**config.mk**
```make
export PLATFORM = sky130hd
export DESIGN_NAME = ex_stage_mc
export DESIGN_NICKNAME = d
export VERILOG_FILES = /design/src/rtl/ex_stage_mc.sv
export SDC_FILE = /design/constraint.sdc
export NUM_CORES = 1
export LEC_CHECK = 0
export CORE_MARGIN = 8
export CORE_UTILIZATION = 41
export DETAILED_ROUTE_END_ITERATION = 10
export GPL_TIMING_DRIVEN = 0
export PLACE_DENSITY = 0.73
export SETUP_SLACK_MARGIN = 0.2
export SLEW_MARGIN = 10
export SYNTH_ARGS = -nofsm -noshare
export SYNTH_HDL_FRONTEND = slang
export SYNTH_SLANG_ARGS = --single-unit
```
**constraint.sdc**
```tcl
create_clock -name clk_i -period 5.3 [get_ports clk_i]
set_clock_uncertainty 0.2 [all_clocks]
set_input_delay 1.06 -clock clk_i [delete_from_list [all_inputs] [get_ports clk_i]]
set_output_delay 1.06 -clock clk_i [all_outputs]
set_load 0.01 [all_outputs]
```
**src/rtl/ex_stage_mc.sv**
```systemverilog
// ex_stage_mc: execute stage for the MISC-V pipeline.
//
// Holds the ID/EX pipeline register, applies the three forwarding selects and
// drives a combinational ALU for single-cycle ops. An optional iterative
// shift-add multiplier stalls the front end while it runs.
//
// Build option: define EX_MULDIV_EN to build the multiplier and its FSM.
// Without it, op 9 (MUL) returns 0 in one cycle and ex_stall_o is tied low.
//
// Parameters:
//   WIDTH  datapath width (operands, immediate, PC+2, result)
//   RW     width of the rs1/rs2/rd tag fields
//
// Ports:
//   clk_i, reset_ni          rising-edge clock, async active-low reset
//   flush_i                  bubble the ID/EX register, abort any multiply
//   id_*_i                   decode slot: valid, controls, alu op, operands, tags
//   fwd_mem_data_i           forwarded value from MEM
//   fwd_wb_data_i            forwarded value from WB
//   fwd1_sel_i, fwd2_sel_i   0 MEM, 1 WB, 2 registered arg, 3 zero
//   fwd3_sel_i               0 WB, 1 registered arg3
//   ex_stall_o               hold IF/ID and ID/EX while a multiply is busy
//   ex_valid_o               EX holds a valid instruction completing this cycle
//   ex_*_o                   registered controls (qualified by ex_valid_o),
//                            PC+2, ALU result, arg3 and register tags
module ex_stage_mc #(
  parameter int WIDTH = 16,
  parameter int RW    = 16
) (
  input  logic             clk_i,
  input  logic             reset_ni,
  input  logic             flush_i,
  input  logic             id_valid_i,
  input  logic             id_reg_write_i,
  input  logic             id_alu_src_i,
  input  logic             id_mem_write_i,
  input  logic             id_mem_read_i,
  input  logic             id_reg_store_i,
  input  logic [3:0]       id_alu_op_i,
  input  logic [WIDTH-1:0] id_pcp2_i,
  input  logic [WIDTH-1:0] id_arg1_i,
  input  logic [WIDTH-1:0] id_arg2_i,
  input  logic [WIDTH-1:0] id_arg3_i,
  input  logic [WIDTH-1:0] id_imm_i,
  input  logic [RW-1:0]    id_rs1_i,
  input  logic [RW-1:0]    id_rs2_i,
  input  logic [RW-1:0]    id_rd_i,
  input  logic [WIDTH-1:0] fwd_mem_data_i,
  input  logic [WIDTH-1:0] fwd_wb_data_i,
  input  logic [1:0]       fwd1_sel_i,
  input  logic [1:0]       fwd2_sel_i,
  input  logic             fwd3_sel_i,
  output logic             ex_stall_o,
  output logic             ex_valid_o,
  output logic             ex_reg_write_o,
  output logic             ex_mem_write_o,
  output logic             ex_mem_read_o,
  output logic             ex_reg_store_o,
  output logic [WIDTH-1:0] ex_pcp2_o,
  output logic [WIDTH-1:0] ex_alu_result_o,
  output logic [WIDTH-1:0] ex_arg3_o,
  output logic [RW-1:0]    ex_rs1_o,
  output logic [RW-1:0]    ex_rs2_o,
  output logic [RW-1:0]    ex_rd_o
);

  localparam int SHW = (WIDTH > 1) ? $clog2(WIDTH) : 1;

  localparam logic [3:0] OP_ADD = 4'd0;
  localparam logic [3:0] OP_SUB = 4'd1;
  localparam logic [3:0] OP_AND = 4'd2;
  localparam logic [3:0] OP_OR  = 4'd3;
  localparam logic [3:0] OP_XOR = 4'd4;
  localparam logic [3:0] OP_SLL = 4'd5;
  localparam logic [3:0] OP_SRL = 4'd6;
  localparam logic [3:0] OP_SRA = 4'd7;
  localparam logic [3:0] OP_SLT = 4'd8;
  localparam logic [3:0] OP_MUL = 4'd9;

  typedef struct packed {
    logic             valid;
    logic             reg_write;
    logic             alu_src;
    logic             mem_write;
    logic             mem_read;
    logic             reg_store;
    logic [3:0]       alu_op;
    logic [WIDTH-1:0] pcp2;
    logic [WIDTH-1:0] arg1;
    logic [WIDTH-1:0] arg2;
    logic [WIDTH-1:0] arg3;
    logic [WIDTH-1:0] imm;
    logic [RW-1:0]    rs1;
    logic [RW-1:0]    rs2;
    logic [RW-1:0]    rd;
  } idex_t;

  idex_t            idex_q, idex_d;
  logic             ex_stall;
  logic [WIDTH-1:0] op1, op2, fwd2_val, arg3_val;
  logic [WIDTH-1:0] alu_res, ex_result;
  logic [SHW-1:0]   shamt;

  // ID/EX register: flush beats stall, stall holds, otherwise load decode.
  always_comb begin
    idex_d = idex_q;
    if (flush_i) begin
      idex_d = '0;
    end else if (!ex_stall) begin
      idex_d.valid     = id_valid_i;
      idex_d.reg_write = id_reg_write_i;
      idex_d.alu_src   = id_alu_src_i;
      idex_d.mem_write = id_mem_write_i;
      idex_d.mem_read  = id_mem_read_i;
      idex_d.reg_store = id_reg_store_i;
      idex_d.alu_op    = id_alu_op_i;
      idex_d.pcp2      = id_pcp2_i;
      idex_d.arg1      = id_arg1_i;
      idex_d.arg2      = id_arg2_i;
      idex_d.arg3      = id_arg3_i;
      idex_d.imm       = id_imm_i;
      idex_d.rs1       = id_rs1_i;
      idex_d.rs2       = id_rs2_i;
      idex_d.rd        = id_rd_i;
    end
  end

  always_ff @(posedge clk_i or negedge reset_ni) begin
    if (!reset_ni) begin
      idex_q <= '0;
    end else begin
      idex_q <= idex_d;
    end
  end

  // Forwarding muxes.
  always_comb begin
    op1      = '0;
    fwd2_val = '0;
    case (fwd1_sel_i)
      2'd0:    op1 = fwd_mem_data_i;
      2'd1:    op1 = fwd_wb_data_i;
      2'd2:    op1 = idex_q.arg1;
      default: op1 = '0;
    endcase
    case (fwd2_sel_i)
      2'd0:    fwd2_val = fwd_mem_data_i;
      2'd1:    fwd2_val = fwd_wb_data_i;
      2'd2:    fwd2_val = idex_q.arg2;
      default: fwd2_val = '0;
    endcase
  end

  assign op2      = idex_q.alu_src ? idex_q.imm : fwd2_val;
  assign arg3_val = fwd3_sel_i ? idex_q.arg3 : fwd_wb_data_i;
  assign shamt    = op2[SHW-1:0];

  // Single-cycle ALU. MUL and the unused codes fall through to zero; the
  // multiplier result, when built, is substituted below.
  always_comb begin
    alu_res = '0;
    case (idex_q.alu_op)
      OP_ADD:  alu_res = op1 + op2;
      OP_SUB:  alu_res = op1 - op2;
      OP_AND:  alu_res = op1 & op2;
      OP_OR:   alu_res = op1 | op2;
      OP_XOR:  alu_res = op1 ^ op2;
      OP_SLL:  alu_res = op1 << shamt;
      OP_SRL:  alu_res = op1 >> shamt;
      OP_SRA:  alu_res = $unsigned($signed(op1) >>> shamt);
      OP_SLT:  alu_res = {{(WIDTH-1){1'b0}}, ($signed(op1) < $signed(op2))};
      default: alu_res = '0;
    endcase
  end

`ifdef EX_MULDIV_EN
  // state     | meaning
  // MUL_IDLE  | no multiply running; a valid MUL in EX stalls and starts one
  // MUL_BUSY  | one shift-add per cycle, cnt_q counts 0..WIDTH-1
  // MUL_DONE  | accumulator drives the result for one unstalled cycle
  typedef enum logic [1:0] {MUL_IDLE, MUL_BUSY, MUL_DONE} mul_state_e;

  localparam int CW = SHW;

  mul_state_e       state_q, state_d;
  logic [WIDTH-1:0] mcand_q, mcand_d;
  logic [WIDTH-1:0] mplier_q, mplier_d;
  logic [WIDTH-1:0] acc_q, acc_d;
  logic [CW-1:0]    cnt_q, cnt_d;
  logic             mul_in_ex;
  logic             mul_stall;
  logic             mul_done;

  assign mul_in_ex = idex_q.valid && (idex_q.alu_op == OP_MUL);

  always_comb begin
    state_d   = state_q;
    mcand_d   = mcand_q;
    mplier_d  = mplier_q;
    acc_d     = acc_q;
    cnt_d     = cnt_q;
    mul_stall = 1'b0;
    mul_done  = 1'b0;
    case (state_q)
      MUL_IDLE: begin
        if (mul_in_ex) begin
          mul_stall = 1'b1;
          if (!flush_i) begin
            // Operands are captured once here; forwarding changes later
            // in the multiply cannot disturb it.
            state_d  = MUL_BUSY;
            mcand_d  = op1;
            mplier_d = op2;
            acc_d    = '0;
            cnt_d    = '0;
          end
        end
      end
      MUL_BUSY: begin
        mul_stall = 1'b1;
        if (flush_i) begin
          state_d = MUL_IDLE;
        end else begin
          if (mplier_q[0]) acc_d = acc_q + mcand_q;
          mcand_d  = mcand_q << 1;
          mplier_d = mplier_q >> 1;
          cnt_d    = cnt_q + CW'(1);
          if (cnt_q == CW'(WIDTH - 1)) state_d = MUL_DONE;
        end
      end
      MUL_DONE: begin
        mul_done = 1'b1;
        state_d  = MUL_IDLE;
      end
      default: state_d = MUL_IDLE;
    endcase
  end

  always_ff @(posedge clk_i or negedge reset_ni) begin
    if (!reset_ni) begin
      state_q  <= MUL_IDLE;
      mcand_q  <= '0;
      mplier_q <= '0;
      acc_q    <= '0;
      cnt_q    <= '0;
    end else begin
      state_q  <= state_d;
      mcand_q  <= mcand_d;
      mplier_q <= mplier_d;
      acc_q    <= acc_d;
      cnt_q    <= cnt_d;
    end
  end

  assign ex_stall  = mul_stall;
  assign ex_result = mul_done ? acc_q : alu_res;
`else
  assign ex_stall  = 1'b0;
  assign ex_result = alu_res;
`endif

  assign ex_stall_o     = ex_stall;
  assign ex_valid_o     = idex_q.valid & ~ex_stall;
  assign ex_reg_write_o = idex_q.reg_write & ex_valid_o;
  assign ex_mem_write_o = idex_q.mem_write & ex_valid_o;
  assign ex_mem_read_o  = idex_q.mem_read & ex_valid_o;
  assign ex_reg_store_o = idex_q.reg_store & ex_valid_o;

  // Bubbles present zero data so reset leaves every output at 0 regardless
  // of what the forwarding inputs carry.
  assign ex_alu_result_o = idex_q.valid ? ex_result : '0;
  assign ex_arg3_o       = idex_q.valid ? arg3_val : '0;
  assign ex_pcp2_o       = idex_q.pcp2;
  assign ex_rs1_o        = idex_q.rs1;
  assign ex_rs2_o        = idex_q.rs2;
  assign ex_rd_o         = idex_q.rd;

endmodule
```
Word level (Yosys, flattened, before mapping):

Index checks and enable logic that the tools add are counted.

* logic and storage cells: 51
* register bits: 138

* mux-type cells: 8
* shift-type cells: 3
* reductions and logical operators: 3
* bitwise logic cells: 7
* add/subtract/negate cells: 2
* eq/ne operators: 12
* magnitude comparators: 1

Operator list (count)
* 16-bit case mux with 9 select lines: 1
* 138-bit two-way mux: 1
* 16-bit case mux with 3 select lines: 2
* 16-bit two-way mux: 4
* 16-bit adder: 1
* 16-bit AND: 1
* 4-bit by 3-bit == test with 1-bit output (second input constant): 4
* 16-bit < comparator: 1
* 16-bit OR: 1
* 16-bit by 4-bit left shift with 16-bit output: 1
* 16-bit by 4-bit >> shifter with 16-bit output: 1
* 16-bit by 4-bit >>> shifter with 16-bit output: 1
* 16-bit subtractor: 1
* 16-bit bitwise XOR: 1
* 4-bit by 2-bit == test with 1-bit output (second input constant): 2
* 1-bit AND: 4
* 2-bit by 1-bit == test with 1-bit output (second input constant): 2
* 2-bit == test (second input constant): 2
* 4-bit by 1-bit == test with 1-bit output (second input constant): 1
* 4-bit == test (second input constant): 1
* 2-bit zero test: 2
* 4-bit zero test: 1

Depth between registers and ports, before layout:

Gate-level depths: netlist (run 1).

* depth after elaboration: 6
* mapped depth: 16
* depth with buffers taken out: 13

Worst setup path before layout (run 1):

No wires, ideal clock.

* path kind: input -> output
* from: in fwd2_sel_i[1]
* to: out ex_alu_result_o[14]
* required time: 4040 ps
* arrival: 4369 ps
* stages: 14
* buffers on the path: 4
* slack: -329 ps
* path through: buf_2 -> mux2_2 -> a221oi_2 -> buf_2 -> buf_2 -> ha_1 -> clkbuf_1 -> nor2b_1 -> o31ai_1 -> a21oi_1 -> and2_1 -> o41ai_1 -> mux2i_1 -> a41oi_1

* cells in the longest elaborated chain, start to end: 6
* elaborated cells between the ends (all ways): 15

Ends and longest elaborated chain
* start: declaration: RTL line 51 `input logic [1:0] fwd2_sel_i,`
* 2-bit == test (tied with other cells): RTL line 146 `case (fwd2_sel_i)`
* 16-bit case mux with 3 select lines (*): RTL line 146
* 16-bit two-way mux (*): RTL line 154 `assign op2 = idex_q.alu_src ? idex_q.imm : fwd2_val;`
* 16-bit subtractor (tied with other cells): RTL line 164 `OP_SUB: alu_res = op1 - op2;`
* 16-bit case mux with 9 select lines (*): RTL line 162 `case (idex_q.alu_op)`
* 16-bit two-way mux (*): RTL line 271 `assign ex_alu_result_o = idex_q.valid ? ex_result : '0;`
* end: declaration: RTL line 60 `output logic [WIDTH-1:0] ex_alu_result_o,`

Mark *: on every way between the ends. The rest lies on a longest branch, timed or not.

Worst setup path after layout (run 1):

* from: in fwd2_sel_i[1]
* to: out ex_alu_result_o[7]

The elaborated chain is that of the path after synthesis.

==> results of run 1 <==
## per-layer routing
metal / vias to the layer above / wire (um) / global-route usage
met3: 110 / 5080 / 0.122
li1: 4500 / - / -
met5: - / 53 / 0
met4: 8 / 1840 / 0.117
met2: 532 / 21900 / 0.502
met1: 4790 / 15600 / 0.300
## worst max-delay path by stage
stage	slack, ns	to	from	cells after the start
2_1_floorplan	0.15	ex_alu_result_o[14]	fwd2_sel_i[1]	15
3_3_place_gp	-2.58	idex_q[128]$_DFF_PN0_	reset_ni	1
3_5_place_dp	-1.96	ex_alu_result_o[14]	fwd2_sel_i[1]	15
4_1_cts	-0.31	ex_alu_result_o[13]	fwd2_sel_i[1]	18
5_1_grt	-0.39	ex_alu_result_o[10]	fwd2_sel_i[1]	16
6_report	-0.28	ex_alu_result_o[7]	fwd2_sel_i[1]	18
## power groups by stage
stage / logic [W] / registers [W] / clock network, W
5_1_grt: 0.00145 / 0.00113 / 0.00124
4_1_cts: 0.00129 / 0.00113 / 0.00119
2_1_floorplan: 0.000663 / 0.00114 / 0
3_3_place_gp: 0.00111 / 0.00114 / 0
3_5_place_dp: 0.00112 / 0.00114 / 0
6_report: 0.00137 / 0.00113 / 0.00118
## state kept, by name, indices dropped and copies added, names as in the netlist
name        cells
ex_rs2_o       16
ex_rd_o        16
ex_valid_o      1
idex_q         73
ex_rs1_o       16
ex_pcp2_o      16
## layout make-up
type	count	area, um2
antenna	2	5.00
buffer	143	1120
clock buffer	20	457
clock inverter	12	138
fill	1978	8800
inverter	45	171
multi-input combinational	769	6560
sequential	138	3450
tap	324	405
timing repair buffer	332	3140
## through the flow
step / area (um2) / utilization
floorplan: 10300 / -
global placement: 13500 / 0.556
detailed placement: 13500 / 0.557
CTS: 15200 / 0.627
global route: 15400 / 0.637
finish: 15400 / 0.637
## kinds of logic after synthesis
| kind of cell | after synthesis |
|---|---|
| compound gates | 214 |
| xor+xnor | 10 |
| fa+ha+maj | 51 |
| buf+inv | 188 |
| flops | 138 |
| mux | 127 |
| other cells | 1 |
| simple gates | 366 |
## critical path, delay by kind of cell
family	cells	cell delay, ns
fa+ha+maj	1	0.20
compound gates	6	1.18
buf+inv	8	1.12
mux	1	0.32
simple gates	2	0.43
## Yosys cell counts, types with 5 or more instances
master	number	area share
nor2_1	45	0.017
a2bb2oi_1	14	0.012
mux2_2	17	0.019
o211ai_1	11	0.0082
xnor2_1	5	0.0043
a221o_1	5	0.0050
nand3_1	23	0.011
dfrtp_1	138	0.34
nand4_1	9	0.0056
o21ai_0	31	0.015
o22ai_1	5	0.0031
a21o_1	8	0.0060
o21ai_1	7	0.0035
clkbuf_1	51	0.019
a21oi_1	35	0.017
nor4bb_1	5	0.0050
a32oi_1	5	0.0043
nor3_1	23	0.011
o221ai_1	8	0.0069
a31oi_1	17	0.011
nand2_1	64	0.024
buf_4	70	0.052
and2_1	6	0.0037
ha_1	49	0.061
a221oi_1	5	0.0043
inv_1	40	0.015
buf_1	6	0.0022
buf_2	13	0.0065
nor2b_1	161	0.10
mux2i_1	106	0.11
o31ai_1	8	0.0060
a211oi_1	15	0.011
xor2_1	5	0.0043
and3_1	5	0.0031
nor4_1	5	0.0031
## what timing repair did
action / in CTS / in global routing
resized for setup: 242 / 43
hold endpoints to repair: 0 / 0
setup endpoints to repair: 16 / 16
pin swaps: 62 / 34
setup buffers: 45 / 11
==> results.tsv, run 1 <==
stage	metric	value	unit
status	result_of_the_run	complete, but fails checks	
status	violations_in_the_final_reports	setup timing	
floorplanning	dieArea	29900	um2
worst_setup_path	critPathCaptureType	output port	
synth	synthAdderAreaFrac	0.0648	
clock_network	cts_made_buffers	17	
clock_network	max-clock-path-buffers	2	
sta	finalMaxSlewViolations	0	
worst_hold_path	holdCritPathClass	input pin to asynchronous set/reset pin	
placed_design	io_buffer_count	274	
synth	synth-compound-area-share	0.152	
synth	synthMuxAreaShare	0.130	
synth	yosys.cell_types.count	79	
pwr	p_clk_frac	0.321	
grt	grt_pass1_wl	65600	um
sta	setup-tns-final	-2.19	ns
pwr	power.share.combinational	0.372	
worst_setup_path	crit_path_max_incr_delay	0.32	ns
sta	timing_hold_violations_final	0	
floorplanning	placement_rows	57	
routing	antenna_left	0	
final_layout	layoutNonFillerInstCount	1785	
final_layout	most_common_library_cell_in_the_layout_ignoring_fill_and_taps	clkdlybuf4s50_1	
grt	initial_antenna_violation_count	7	
routing	detail_route.first_pass.iterations	5	
flow_run	timing.max_cap.violations	0	
placed_design	place.detailed.instances	1695	
final_layout	drive_above_1_share	0.245	
grt	pin_count_of_the_biggest_net_entering_global_routing	82	
worst_setup_path	worstSetupPathType	input pin to output port	
synth	yosys.area_share.simple	0.200	
clock_network	tritoncts	yes	
sta	max-slew-margin-rel	0.179	
sta	finalHoldWorstSlack	0.416	ns
synth	synthesis.area_per_instance	9.21	um2
floorplanning	io_pins	280	
sta	period_needed	5.58	ns
floorplanning	core	24200	um2
sta	clock.fmax	179	MHz
clock_network	cts.sink_count	138	
synth	synth_enable_flop_cells	0	
clock_network	h_tree_depth	4	
synth	combinational_family_with_the_most_area_after_synthesis	simple AND/OR/NAND/NOR gates	
clock_network	cts.root.buffer_cell	clkbuf_16	
worst_setup_path	cpMaxStageDelayCell	mux2_4	
sta	final_critical_path_setup_slack	-0.277	ns
final_layout	syn2layout_area_growth	53.1	%
routing	remaining_drc_errors	0	
pwr	report.power.total	0.00368	W
sta	grt_setup_unrepaired	yes	
pwr	p_leak	6.77	nW
pwr	power_frac_seq	0.307	
placed_design	detailedPlacementHpwl	34400	um
worst_setup_path	critical_path.startpoint_type	input pin	
routing	post_drt_wl_per_cell	24.9	um
synth	syn-num-nets	1324	
floorplanning	die_width	173	um
floorplanning	die_ht	173	um
pwr	power_density	238	nW/um2
floorplanning	initial_utilization	0.416	
synth	synth_flop_cell	dfrtp_1	
routing	detailedRoute.firstIterationViolations	704	
routing	via_per_inst	5.57	
synth	yosys_warnings	0	
clock_network	cts_hold_repair.buffers	0	
synth	synth.ff_latch_count	138	
pwr	p_sw	0.00119	W
synth	synthesis.area	10100	um2
placed_design	place_worst_setup_slack	-1.96	ns
grt	grt_pass1_vias	10338	
grt	gr-usage-all-layers	0.287	
final_layout	layout.cells.most_common_list	clkdlybuf4s50_1, nor2b_1, dfrtp_1, buf_4, mux2i_1	
synth	post_synth_xor_area_fraction	0.00868	
worst_setup_path	timing.critical_path.required	4.04	ns
synth	post_synth_inst_count	1095	
sta	worst_pin_slew	1.23	ns
pwr	switching_share	0.324	
worst_setup_path	worst-path-max-fanout	7	
pwr	worst_ir_drop_vdd	0.000303	V
routing	dr_vias	9940	
worst_setup_path	cp_cell_sequence	buf_8 > buf_8 > mux2_4 > a221oi_4 > buf_4 > buf_6 > buf_12 > ha_4 > clkbuf_16 > and3b_2 > o211ai_1 > buf_4 > a31oi_4 > o211a_1 > nor3_4 > a211oi_2 > a211oi_2 > buf_2	
grt	overflow	0	
pwr	p_int	0.00248	W
worst_setup_path	cp.arrival	4.32	ns
final_layout	final_net_count	1675	
placed_design	place.gp.congestion	0.966	
routing	drt-total-wl	44500	um
synth	ys_seq_area_frac	0.342	
synth	ys_async_sr_fraction	1.00	
sta	setup_violating_endpoint_count_in_the_final_report	12	
sta	finalCritPeriodShare	1.05	
clock_network	clk_transition_reported_paths	0.07	ns
(Power assumes the default switching activity.)
==> inputs of run 2 (changes only) <==
--- a/config.mk
+++ b/config.mk
@@ -5,11 +5,12 @@
 export SDC_FILE = /design/constraint.sdc
 export NUM_CORES = 1
 export LEC_CHECK = 0
-export CORE_MARGIN = 8
+export CORE_MARGIN = 1
 export CORE_UTILIZATION = 41
+export CTS_CLUSTER_SIZE = 10
 export DETAILED_ROUTE_END_ITERATION = 10
 export GPL_TIMING_DRIVEN = 0
-export PLACE_DENSITY = 0.73
+export PLACE_DENSITY = 0.77
 export SETUP_SLACK_MARGIN = 0.2
 export SLEW_MARGIN = 10
 export SYNTH_ARGS = -nofsm -noshare
==> results.tsv, run 2 (same netlist as run 1, synthesis figures left out) <==
stage	metric	value	unit	change
status	result_of_the_run	complete, but fails checks		
status	violations_in_the_final_reports	setup timing		
routing	antenna_left	0		unchanged
grt	gr-usage-all-layers	0.336		+0.0483
final_layout	total_non_filler_cell_area_in_the_finished_layout	15700	um2	+1.9%
floorplanning	die_ht	159	um	-8.1%
worst_setup_path	cpLargestDelayFamily	compound AO/OA/AOI/OAI gates		
routing	detailedRoute.firstIterationViolations	1005		+43%
worst_setup_path	cp.arrival	4.39	ns	+0.07 ns
final_layout	drive_above_1_share	0.259		+0.0146
pwr	p_leak	6.87	nW	+1.6%
floorplanning	initial_utilization	0.416		unchanged
grt	grt_pass1_vias	10456		+1.1%
clock_network	max-clock-path-buffers	2		unchanged
grt	initial_antenna_violation_count	6		-1
worst_setup_path	crit_path_max_incr_delay	0.33	ns	about the same
sta	timing_hold_violations_final	0		unchanged
sta	worst_pin_slew	1.17	ns	-0.0595 ns
clock_network	tritoncts	yes		
sta	grt_setup_unrepaired	yes		
final_layout	final_net_count	1689		+0.84%
sta	finalCritPeriodShare	1.07		+0.0138
worst_setup_path	worstSetupPathType	input pin to output port		
worst_setup_path	critPathCaptureType	output port		
final_layout	syn2layout_area_growth	56.0	%	
final_layout	fill_cells	1925		-2.7%
worst_setup_path	timing.critical_path.buf_inv	7		-1
routing	via_per_inst	5.66		+1.6%
final_layout	regMostFlops	idex_q		
floorplanning	die_width	159	um	-8.1%
floorplanning	io_pins	280		unchanged
worst_setup_path	worst-path-max-fanout	6		-1
clock_network	cts_made_buffers	17		unchanged
placed_design	place.detailed.instances	1695		unchanged
final_layout	layout.cells.most_common_list	clkdlybuf4s50_1, nor2b_1, dfrtp_1, buf_4, mux2i_1		
floorplanning	placement_rows	57		unchanged
grt	grt_pass1_wl	63800	um	-2.8%
sta	final_critical_path_setup_slack	-0.350	ns	-0.0729 ns
placed_design	place.gp.congestion	0.994		+2.9%
routing	dr_vias	10192		+2.5%
routing	detail_route.first_pass.iterations	7		+2
floorplanning	dieArea	25200	um2	-16%
clock_network	h_tree_depth	4		unchanged
final_layout	most_common_library_cell_in_the_layout_ignoring_fill_and_taps	clkdlybuf4s50_1		
placed_design	placed_cell_area	13500	um2	unchanged
final_layout	largest_register_ff_count	73		unchanged
grt	pin_count_of_the_biggest_net_entering_global_routing	82		unchanged
worst_setup_path	critical_path.startpoint_type	input pin		
placed_design	io_buffer_count	274		unchanged
sta	period_needed	5.65	ns	+0.0729 ns
clock_network	cts.sink_count	138		unchanged
worst_setup_path	timing.critical_path.required	4.04	ns	about the same
sta	finalMaxSlewViolations	0		unchanged
routing	post_drt_wl_per_cell	24.1	um	-3.4%
clock_network	clk_transition_reported_paths	0.06	ns	about the same
final_layout	layoutNonFillerInstCount	1802		+0.95%
worst_setup_path	path_common_cell	buf_12		
placed_design	place_worst_setup_slack	-1.88	ns	+0.0746 ns
clock_network	cts.root.buffer_cell	clkbuf_16		
grt	overflow	0		unchanged
sta	max-slew-margin-rel	0.219		+0.0398
worst_setup_path	cpMaxStageDelayCell	a211oi_2		
sta	setup_violating_endpoint_count_in_the_final_report	13		+1
pwr	worst_ir_drop_vdd	0.000205	V	-32%
flow_run	timing.max_cap.violations	0		unchanged
worst_setup_path	cp_cell_sequence	buf_12 > buf_12 > mux2_4 > a221oi_4 > buf_4 > buf_6 > buf_12 > ha_4 > buf_8 > a21o_1 > o211ai_1 > a31oi_2 > o211a_1 > nor3_4 > a211oi_2 > a211oi_2 > buf_2		
pwr	power_density	241	nW/um2	+1.4%
placed_design	detailedPlacementHpwl	31100	um	-9.7%
sta	clock.fmax	177	MHz	-1.3%
routing	drt-total-wl	43400	um	-2.4%
floorplanning	core	24200	um2	unchanged
routing	remaining_drc_errors	0		unchanged
worst_hold_path	holdCritPathClass	input pin to asynchronous set/reset pin		
## run 2: cell count changes in the layout (fill, tap and decap cells not counted), moves of 4 or more
cell	delta
o21ai_0	-4
buf_6	+6
o21ai_2	+4
mux2i_2	+4
buf_12	+7
nor2b_2	-4
ha_1	-4
buf_4	+6
## run 2: worst paths after layout
| check | startpoint | end | slack, ns | cells past startpoint |
|---|---|---|---|---|
| worst max-delay path | fwd2_sel_i[1] | ex_alu_result_o[7] | -0.35 | 17 |
| max in group asynchronous | reset_ni | idex_q[99]$_DFF_PN0_ | 3.68 | 2 |
| worst min-delay path | reset_ni | idex_q[130]$_DFF_PN0_ | 0.40 | 1 |
| min in group clk_i | flush_i | ex_rd_o[11]$_DFF_PN0_ | 0.84 | 2 |
## run 2: routing by layer
metal  share of wire  global-route usage  vias up
li1                -                   -     4522
met1            0.36               0.377     4935
met2            0.48               0.568      576
met3            0.11               0.107      157
met4           0.053               0.174        2
met5         0.00030                   0        -
## run 2: stage by stage
stage	hold WS (ns)	TNS (ns)	util	total power, W
2_1_floorplan	0.564	0	-	0.00180
3_3_place_gp	1.27	-375.37	0.556	0.00224
3_5_place_dp	0.870	-23.29	0.557	0.00224
4_1_cts	0.428	-3.00	0.634	0.00369
5_1_grt	0.438	-4.39	0.649	0.00393
6_report	0.403	-3.07	0.649	0.00380
## run 2: timing repair
action                                  in CTS  in global routing
hold buffers                                 0                  0
pin swaps                                   72                 48
setup buffers                               56                 13
endpoints found under the setup margin      16                 16
gates resized for setup                    260                 64
cloned                                       1                  0
## run 2: power breakdown
part           leakage [nW]  total [W]  switching (W)  internal, W
clock                 0.284    0.00122       0.000479     0.000744
sequential             1.78    0.00113      0.0000223      0.00111
combinational          4.81    0.00145       0.000742     0.000705
## run 2: layout make-up
type	count	area, um2	area share
Antenna cell	5	12.5	0.000795
Buffer	143	1150	0.0729
Clock buffer	19	433	0.0275
Clock inverter	13	166	0.0106
Inverter	45	176	0.0112
Multi-Input combinational cell	769	6620	0.421
Sequential cell	138	3450	0.219
Tap cell	324	405	0.0258
Timing Repair Buffer	346	3320	0.211
